## src/rtl/count_stream_buffer.sv

```systemverilog
// count_stream_buffer: wrap-tagging FIFO behind a valid/ready stream for a free-running counter.
// Optional COUNT_STREAM_GAP_CHECK_EN flags non-consecutive accepted counts on gap_err.
module count_stream_buffer #(
  parameter int N = 10,
  parameter int DEPTH = 4
) (
  input  logic                       clk,
  input  logic                       resetn,
  input  logic [N-1:0]               cnt_in,
  input  logic                       cnt_vld,
  output logic [N-1:0]               out_data,
  output logic                       out_wrap,
  output logic                       out_vld,
  input  logic                       out_rdy,
  output logic [$clog2(DEPTH):0]     level,
  output logic                       ovf,
  input  logic                       ovf_clr,
  output logic                       gap_err
);
  localparam int AW = $clog2(DEPTH);
  localparam logic [AW:0] FULL = (AW+1)'(DEPTH);
  logic [N:0] mem [DEPTH];
  logic [AW-1:0] rd, wr, rd_n;
  logic [AW:0] rem, lvl_n;
  logic [N-1:0] last;
  logic first, push, pop, drop, wrap_n;
  logic [N:0] head_n;
  always_comb begin
    push = cnt_vld && level != FULL;
    drop = cnt_vld && level == FULL;
    pop = out_vld && out_rdy;
    wrap_n = !first && cnt_in < last;
    rd_n = rd + AW'(pop);
    rem = level - (AW+1)'(pop);
    lvl_n = rem + (AW+1)'(push);
    // With nothing left after the pop, the incoming word becomes the new head
    head_n = rem == '0 ? {wrap_n, cnt_in} : mem[rd_n];
  end
  always_ff @(posedge clk)
    if (push) mem[wr] <= {wrap_n, cnt_in};
  always_ff @(posedge clk or negedge resetn)
    if (!resetn) begin
      rd <= '0;
      wr <= '0;
      level <= '0;
      out_vld <= 1'b0;
      out_data <= '0;
      out_wrap <= 1'b0;
      ovf <= 1'b0;
      first <= 1'b1;
      last <= '0;
    end else begin
      rd <= rd_n;
      wr <= wr + AW'(push);
      level <= lvl_n;
      out_vld <= lvl_n != '0;
      if (lvl_n != '0) {out_wrap, out_data} <= head_n;
      ovf <= drop ? 1'b1 : ovf_clr ? 1'b0 : ovf;
      if (push) begin
        first <= 1'b0;
        last <= cnt_in;
      end
    end
`ifdef COUNT_STREAM_GAP_CHECK_EN
  always_ff @(posedge clk or negedge resetn)
    if (!resetn) gap_err <= 1'b0;
    else if (push && !first && cnt_in != last + N'(1)) gap_err <= 1'b1;
`else
  assign gap_err = 1'b0;
`endif
endmodule

```

## config.mk

```make
export PLATFORM = sky130hd
export DESIGN_NAME = count_stream_buffer
export DESIGN_NICKNAME = d
export VERILOG_FILES = /design/src/rtl/count_stream_buffer.sv
export SDC_FILE = /design/constraint.sdc
export NUM_CORES = 1
export LEC_CHECK = 0
export ABC_CLOCK_PERIOD_IN_PS = 2300
export BUFFER_PORTS_ARGS = -buffer_cell sky130_fd_sc_hd__buf_2
export CORE_MARGIN = 2
export CORE_UTILIZATION = 40
export CTS_CLUSTER_SIZE = 40
export DETAILED_ROUTE_END_ITERATION = 6
export HOLD_SLACK_MARGIN = 0.02
export PLACE_DENSITY = 0.68
export SETUP_SLACK_MARGIN = 0.15
export SYNTH_ARGS = -nofsm -noshare
export SYNTH_HDL_FRONTEND = slang
export SYNTH_SLANG_ARGS = --single-unit
```

## constraint.sdc

```tcl
create_clock -name clk -period 2.3 [get_ports clk]
set_input_delay 0.46 -clock clk [delete_from_list [all_inputs] [get_ports clk]]
set_output_delay 0.46 -clock clk [all_outputs]
set_load 0.01 [all_outputs]
```

**Word-level counts from Yosys, hierarchy flattened**

Memories as Yosys holds them, arrays and structs flattened.
Cells that the tools add are included.

- Register bits: 31
- Bits in latches: 0
- Memory bits (writable): 44
- ROM bits: 0
- Input bits: 15
- Output and inout bits: 17
- Logic and storage cells: 30
- Memories: 1

Memories:

| name | depth | width | rd ports | clocked after memory_dff | wr ports | RTL line | RTL |
|---|---|---|---|---|---|---|---|
| mem | 4 | 11 | 1 | 0 | 1 | 22 | `logic [N:0] mem [DEPTH];` |

- Add/sub/neg operators: 4
- $mul: 0
- Divide/modulo/power cells: 0
- $lt $le $gt $ge: 1
- Equal/unequal tests: 2
- Shifts and indexed selects: 0
- Multiplexer cells: 5
- Bitwise logic cells: 0
- Reduce and logical (&&, ||, !) cells: 8

Operator list:

| cell | number |
|---|---|
| $mux W11 | 1 |
| $lt A10 B10 Y1 | 1 |
| $add A2 B1 Y2 | 2 |
| $logic_and A1 B1 Y1 | 4 |
| $mux W1 | 4 |
| $add A3 B1 Y3 | 1 |
| $eq A3 B3 Y1 const B | 1 |
| $logic_not A3 Y1 | 1 |
| $ne A3 B3 Y1 const B | 1 |
| $reduce_bool A3 Y1 | 1 |
| $sub A3 B1 Y3 | 1 |
| $reduce_bool A2 Y1 | 1 |
| $logic_not A1 Y1 | 1 |

**Longest topological paths before layout**

- Word-level depth: 4
- Gate-level depth with buffers: 12
- Depth with buffers taken out: 10

**Worst setup path before layout**

Ideal clock, no wire load.

- Kind: reg-to-reg
- Start point: register level[2]
- End point: memory mem[2][0] in the netlist's numbering, enable pin
- Setup time: 396 ps
- Data arrival time: 1746 ps
- Required time: 1904 ps
- Path slack: 158 ps
- Stages on the path, launching flop included: 4
- Buffers on the path: 0
- Period minus slack after synthesis: 2142 ps
- Path through: dfrtp_1 > and3_2 > nand2b_1 > nor3b_1

- Word-level cells in the longest chain between the ends: 4

RTL lines:

| item | RTL line | RTL |
|---|---|---|
| from (decl) | 15 | `output logic [$clog2(DEPTH):0] level,` |
| from (signal assigned) | 55 | `level <= lvl_n;` |
| $ne A3 B3 Y1 | 29 | `push = cnt_vld && level != FULL;` |
| $logic_and A1 B1 Y1 | 29 |  |
| $mux W1 | 40 | `if (push) mem[wr] <= {wrap_n, cnt_in};` |
| $mux W1 (implied by the code) | 40 |  |
| to (decl) | 22 |  |

No other way between the ends.

**Worst setup path in the final report**

- Start point: register out_vld
- End point: register out_wrap

- Word-level cells in the longest chain between the ends: 4
- Elaborated cells on any way between the ends: 8
- Classes of those cells: add/sub: 3; mux: 1; reduce/logical: 3; memory: 1

RTL lines:

| item | RTL line | RTL |
|---|---|---|
| from (decl) | 13 | `output logic out_vld,` |
| from (signal assigned) | 46 | `out_vld <= 1'b0;` |
| from (signal assigned) | 56 | `out_vld <= lvl_n != '0;` |
| $logic_and A1 B1 Y1 | 31 | `pop = out_vld && out_rdy;` |
| $sub A3 B1 Y3 | 34 | `rem = level - (AW+1)'(pop);` |
| $add A3 B1 Y3 | 35 | `lvl_n = rem + (AW+1)'(push);` |
| net lvl_n[2] | 24 | `logic [AW:0] rem, lvl_n;` |
| $reduce_bool A3 Y1 | 57 | `if (lvl_n != '0) {out_wrap, out_data} <= head_n;` |
| to (signal assigned) | 57 |  |
| to (decl) | 12 | `output logic out_wrap,` |

The timed path passes the listed nets, and every way through them passes these cells.
A chain may end at the register's enable or synchronous reset.

==> impl_metrics.ini <==
[outcome]
run_status = complete, no violations

[die]
die_width_um = 94.1
die_height_um = 94.1
core.rowCount = 32
ioPinCount = 32
initial_utilization_pct = 41.6
fp.dieArea_mm2 = 0.00885
core_mm2 = 0.00781

[detailed_routing]
postRouteAntennaNets = 0
number_of_detailed_routing_iterations_run_before_antenna_repair = 4
avgViaCountPerCell = 4.92
detailedRoute.firstIterationViolations = 138
vias = 1807
drt_drc_violations_left = 0
routed_wire_length_per_instance_um = 16.0
routed_wirelength_um = 5880

[layout]
final_antenna_diode_count = 0
layout-drive-gt1-share_pct = 25.3
areaGrowthSynthToFinish_pct = 19.9
number_of_nets_at_the_end_of_the_flow = 290

[sta]
setup_slack_ps = 250
rsz0062_at_grt = true
finalMaxSlewViolations = 0
fin_setup_tns_ps = 0
final-hold-violation-count = 0
worst-slew-pin-transition_ps = 750
final.setup_skew_ps = 5.08
finalCritPeriodShare_pct = 89.1
setup_viol = 0
fmax_mhz = 488
timing.max_slew.rel_slack_pct = 50.0
post-route-min-period_ps = 2050

[synth]
synth_fp_nets = 244
ys_async_rst_share_pct = 41.3
synthCells = 214
ys_ff_latch = 75
synth.cell_area_mm2 = 0.00325
predominant_post_synthesis_flop_cell = sky130_fd_sc_hd__edfxtp_1
synth_cell_types = 33
number_of_enable_flip_flop_cells_after_synthesis = 44
netlist.area_leader.share_pct = 40.7
synth.yosys.seq_area_share_pct = 64.6
synth.avg_cell_area_um2 = 15.2
yosys-top-cells-area = sky130_fd_sc_hd__edfxtp_1, sky130_fd_sc_hd__dfrtp_1, sky130_fd_sc_hd__mux4_1, sky130_fd_sc_hd__ha_1, sky130_fd_sc_hd__mux2i_1
post-synth-top-area-cell = sky130_fd_sc_hd__edfxtp_1
yosysWarningCount = 0

[worst_setup_path]
r2r_slack_ps = 250
worstPathMaxFanout = 6
critPathRequiredTime_ps = 2530
critPathLaunchType = flop
r2r.worst_path.cells = 11
timing_worst_setup_path_type = reg -> reg
r2r-start = out_vld
worst-endpoint-arrival_ps = 2280
setup.worst_path.end_class = flop
regToRegEndpoint = out_wrap

[clocking]
cts_buffers = 9
clock_insertion_delay_worst_skew_ps = 340
tritoncts_clock_tree = yes
clock_tree.htree_level_count = 3
clk_root_buffer_cell = sky130_fd_sc_hd__clkbuf_8
cts.path.max_buffers = 2
clkSlewWorstSetupHoldPaths_ps = 70
cts_num_sinks = 75

[grt]
globalRoute.totalOverflow = 0
grt_pass1_wl_um = 9250
grt_resource_usage_total_pct = 14.6
maximum_number_of_pins_on_one_net_before_global_route_repair = 32
grt_pass1_vias = 1756
antenna_found_initial = 0

[place]
placement.setup.worst_slack_ps = 88.5
io_buffers = 30
dp_hpwl_um = 3840
place_congestion = 0.763

[flow_run]
cap_viol_max_count = 0

[pwr]
power_leakage_nw = 1.59
vdd_ir_drop_max_v = 0.000543
power_density_mw_per_mm2 = 1430

[worst_hold_path]
hp-class = in -> async
layer usage:
metal	vias up	part of all wire, %	GRT usage, %
met1	893	47	20.3
li1	875	-	-
met4	0	1.7	7.97
met3	8	2.9	2.65
met5	-	0	0
met2	31	48	21.9
cell families after synthesis:
kind of cell	count (synthesis)	synth area share, %
buffers and inverters	26	4.43
AND/OR/NAND/NOR	44	6.79
other	1	0.116
AO/OA/AOI/OAI	28	4.70
multiplexers	21	12.0
flip-flops	75	64.6
XOR/XNOR	4	1.54
adder cells (fa/ha/maj)	15	5.78
cell type report:
class | count | area, um^2
sequential | 75 | 2100
clock inverter | 5 | 100
timing repair buffer | 44 | 340
inverter | 17 | 63.8
clock buffer | 11 | 141
fill | 675 | 3920
multi-input combinational | 113 | 1020
tap | 102 | 128
synthesized netlist by cell type, types with 2 or more instances:
cell type	instances
sky130_fd_sc_hd__nor3_1	2
sky130_fd_sc_hd__edfxtp_1	44
sky130_fd_sc_hd__nand2b_1	3
sky130_fd_sc_hd__buf_2	3
sky130_fd_sc_hd__and3_1	2
sky130_fd_sc_hd__dfrtp_1	30
sky130_fd_sc_hd__a21oi_1	4
sky130_fd_sc_hd__and2_1	2
sky130_fd_sc_hd__nor2_1	2
sky130_fd_sc_hd__mux2i_1	10
sky130_fd_sc_hd__buf_6	2
sky130_fd_sc_hd__nand2_1	26
sky130_fd_sc_hd__o21ai_0	13
sky130_fd_sc_hd__xnor2_2	2
sky130_fd_sc_hd__mux4_1	11
sky130_fd_sc_hd__o21ai_1	9
sky130_fd_sc_hd__buf_4	3
sky130_fd_sc_hd__inv_1	16
sky130_fd_sc_hd__xor2_1	2
sky130_fd_sc_hd__ha_1	15
worst max-delay path by stage:
stage | startpoint | end | slack (ps) | depth (start not counted)
final | out_vld | out_wrap | 250 | 11
after global routing | out_vld | out_wrap | 130 | 11
after CTS | out_vld | out_wrap | 200 | 9
after detailed placement | out_rdy | out_wrap | 90 | 11
after global placement | out_rdy | out_wrap | 130 | 11
after floorplan | level[2] | mem[2][0] | 160 | 3
sequential cells by signal, summed over array words and instances, names as in the netlist:
| register | cells |
|---|---|
| ovf | 1 |
| out_vld | 1 |
| last | 10 |
| first | 1 |
| rd | 2 |
| out_wrap | 1 |
| wr | 2 |
| out_data | 10 |
| level | 3 |
| mem | 44 |
what timing repair did:
action,CTS,global route
hold buffers,0,0
setup buffers,0,1
setup endpoints to repair,0,9
gates resized for setup,0,2
power breakdown:
group          switching [W]  leakage, nW  total [W]  internal [W]
sequential          0.000149        0.770    0.00202       0.00187
clock               0.000465        0.123    0.00121      0.000747
combinational        0.00113        0.700    0.00235       0.00121
total                0.00175         1.59    0.00558       0.00383
layout by cell type, fill, tap and decap left out, types with 2 or more instances in the layout:
cell type                   netlist  layout
sky130_fd_sc_hd__edfxtp_1        44      44
sky130_fd_sc_hd__buf_2            3      30
sky130_fd_sc_hd__dfrtp_1         30      30
sky130_fd_sc_hd__nand2_1         26      26
sky130_fd_sc_hd__inv_1           16      16
sky130_fd_sc_hd__ha_1            15      14
sky130_fd_sc_hd__o21ai_0         13      13
sky130_fd_sc_hd__mux4_1          11      11
sky130_fd_sc_hd__mux2i_1         10      10
sky130_fd_sc_hd__clkbuf_8         0      10
sky130_fd_sc_hd__o21ai_1          9       9
sky130_fd_sc_hd__buf_4            3       8
sky130_fd_sc_hd__buf_12           1       4
sky130_fd_sc_hd__nand2b_1         3       3
sky130_fd_sc_hd__a21oi_1          4       3
sky130_fd_sc_hd__bufinv_16        0       3
sky130_fd_sc_hd__and2_1           2       2
sky130_fd_sc_hd__xnor2_2          2       2
sky130_fd_sc_hd__xor2_1           2       2
sky130_fd_sc_hd__and3_1           2       2
sky130_fd_sc_hd__nor2_1           2       2
sky130_fd_sc_hd__nor3_1           2       2
sky130_fd_sc_hd__clkinv_2         0       2
sky130_fd_sc_hd__clkbuf_16        0       2
metrics by stage:
stage | std cells | instance area, um^2 | utilization (%) | power (W) | hold WS (ps)
floorplan | 214 | 3250 | - | 0.00352 | 164
global placement | 348 | 3560 | 45.6 | 0.00409 | 467
detailed placement | 348 | 3560 | 45.6 | 0.00416 | 473
CTS | 364 | 3800 | 48.7 | 0.00538 | 196
global route | 367 | 3890 | 49.8 | 0.00596 | 228
finish | 367 | 3890 | 49.8 | 0.00558 | 186
critical path, cell delays in order (launching register included):
cell,delay (ps)
sky130_fd_sc_hd__dfrtp_1,380
sky130_fd_sc_hd__and2_1,180
sky130_fd_sc_hd__ha_1,190
sky130_fd_sc_hd__ha_1,210
sky130_fd_sc_hd__xnor2_2,150
sky130_fd_sc_hd__buf_4,140
sky130_fd_sc_hd__xnor2_2,200
sky130_fd_sc_hd__nor3_4,60
sky130_fd_sc_hd__buf_12,130
sky130_fd_sc_hd__buf_12,120
sky130_fd_sc_hd__a21oi_2,110
sky130_fd_sc_hd__a2bb2oi_2,60
Note: power is estimated with default switching activity, not from simulation.
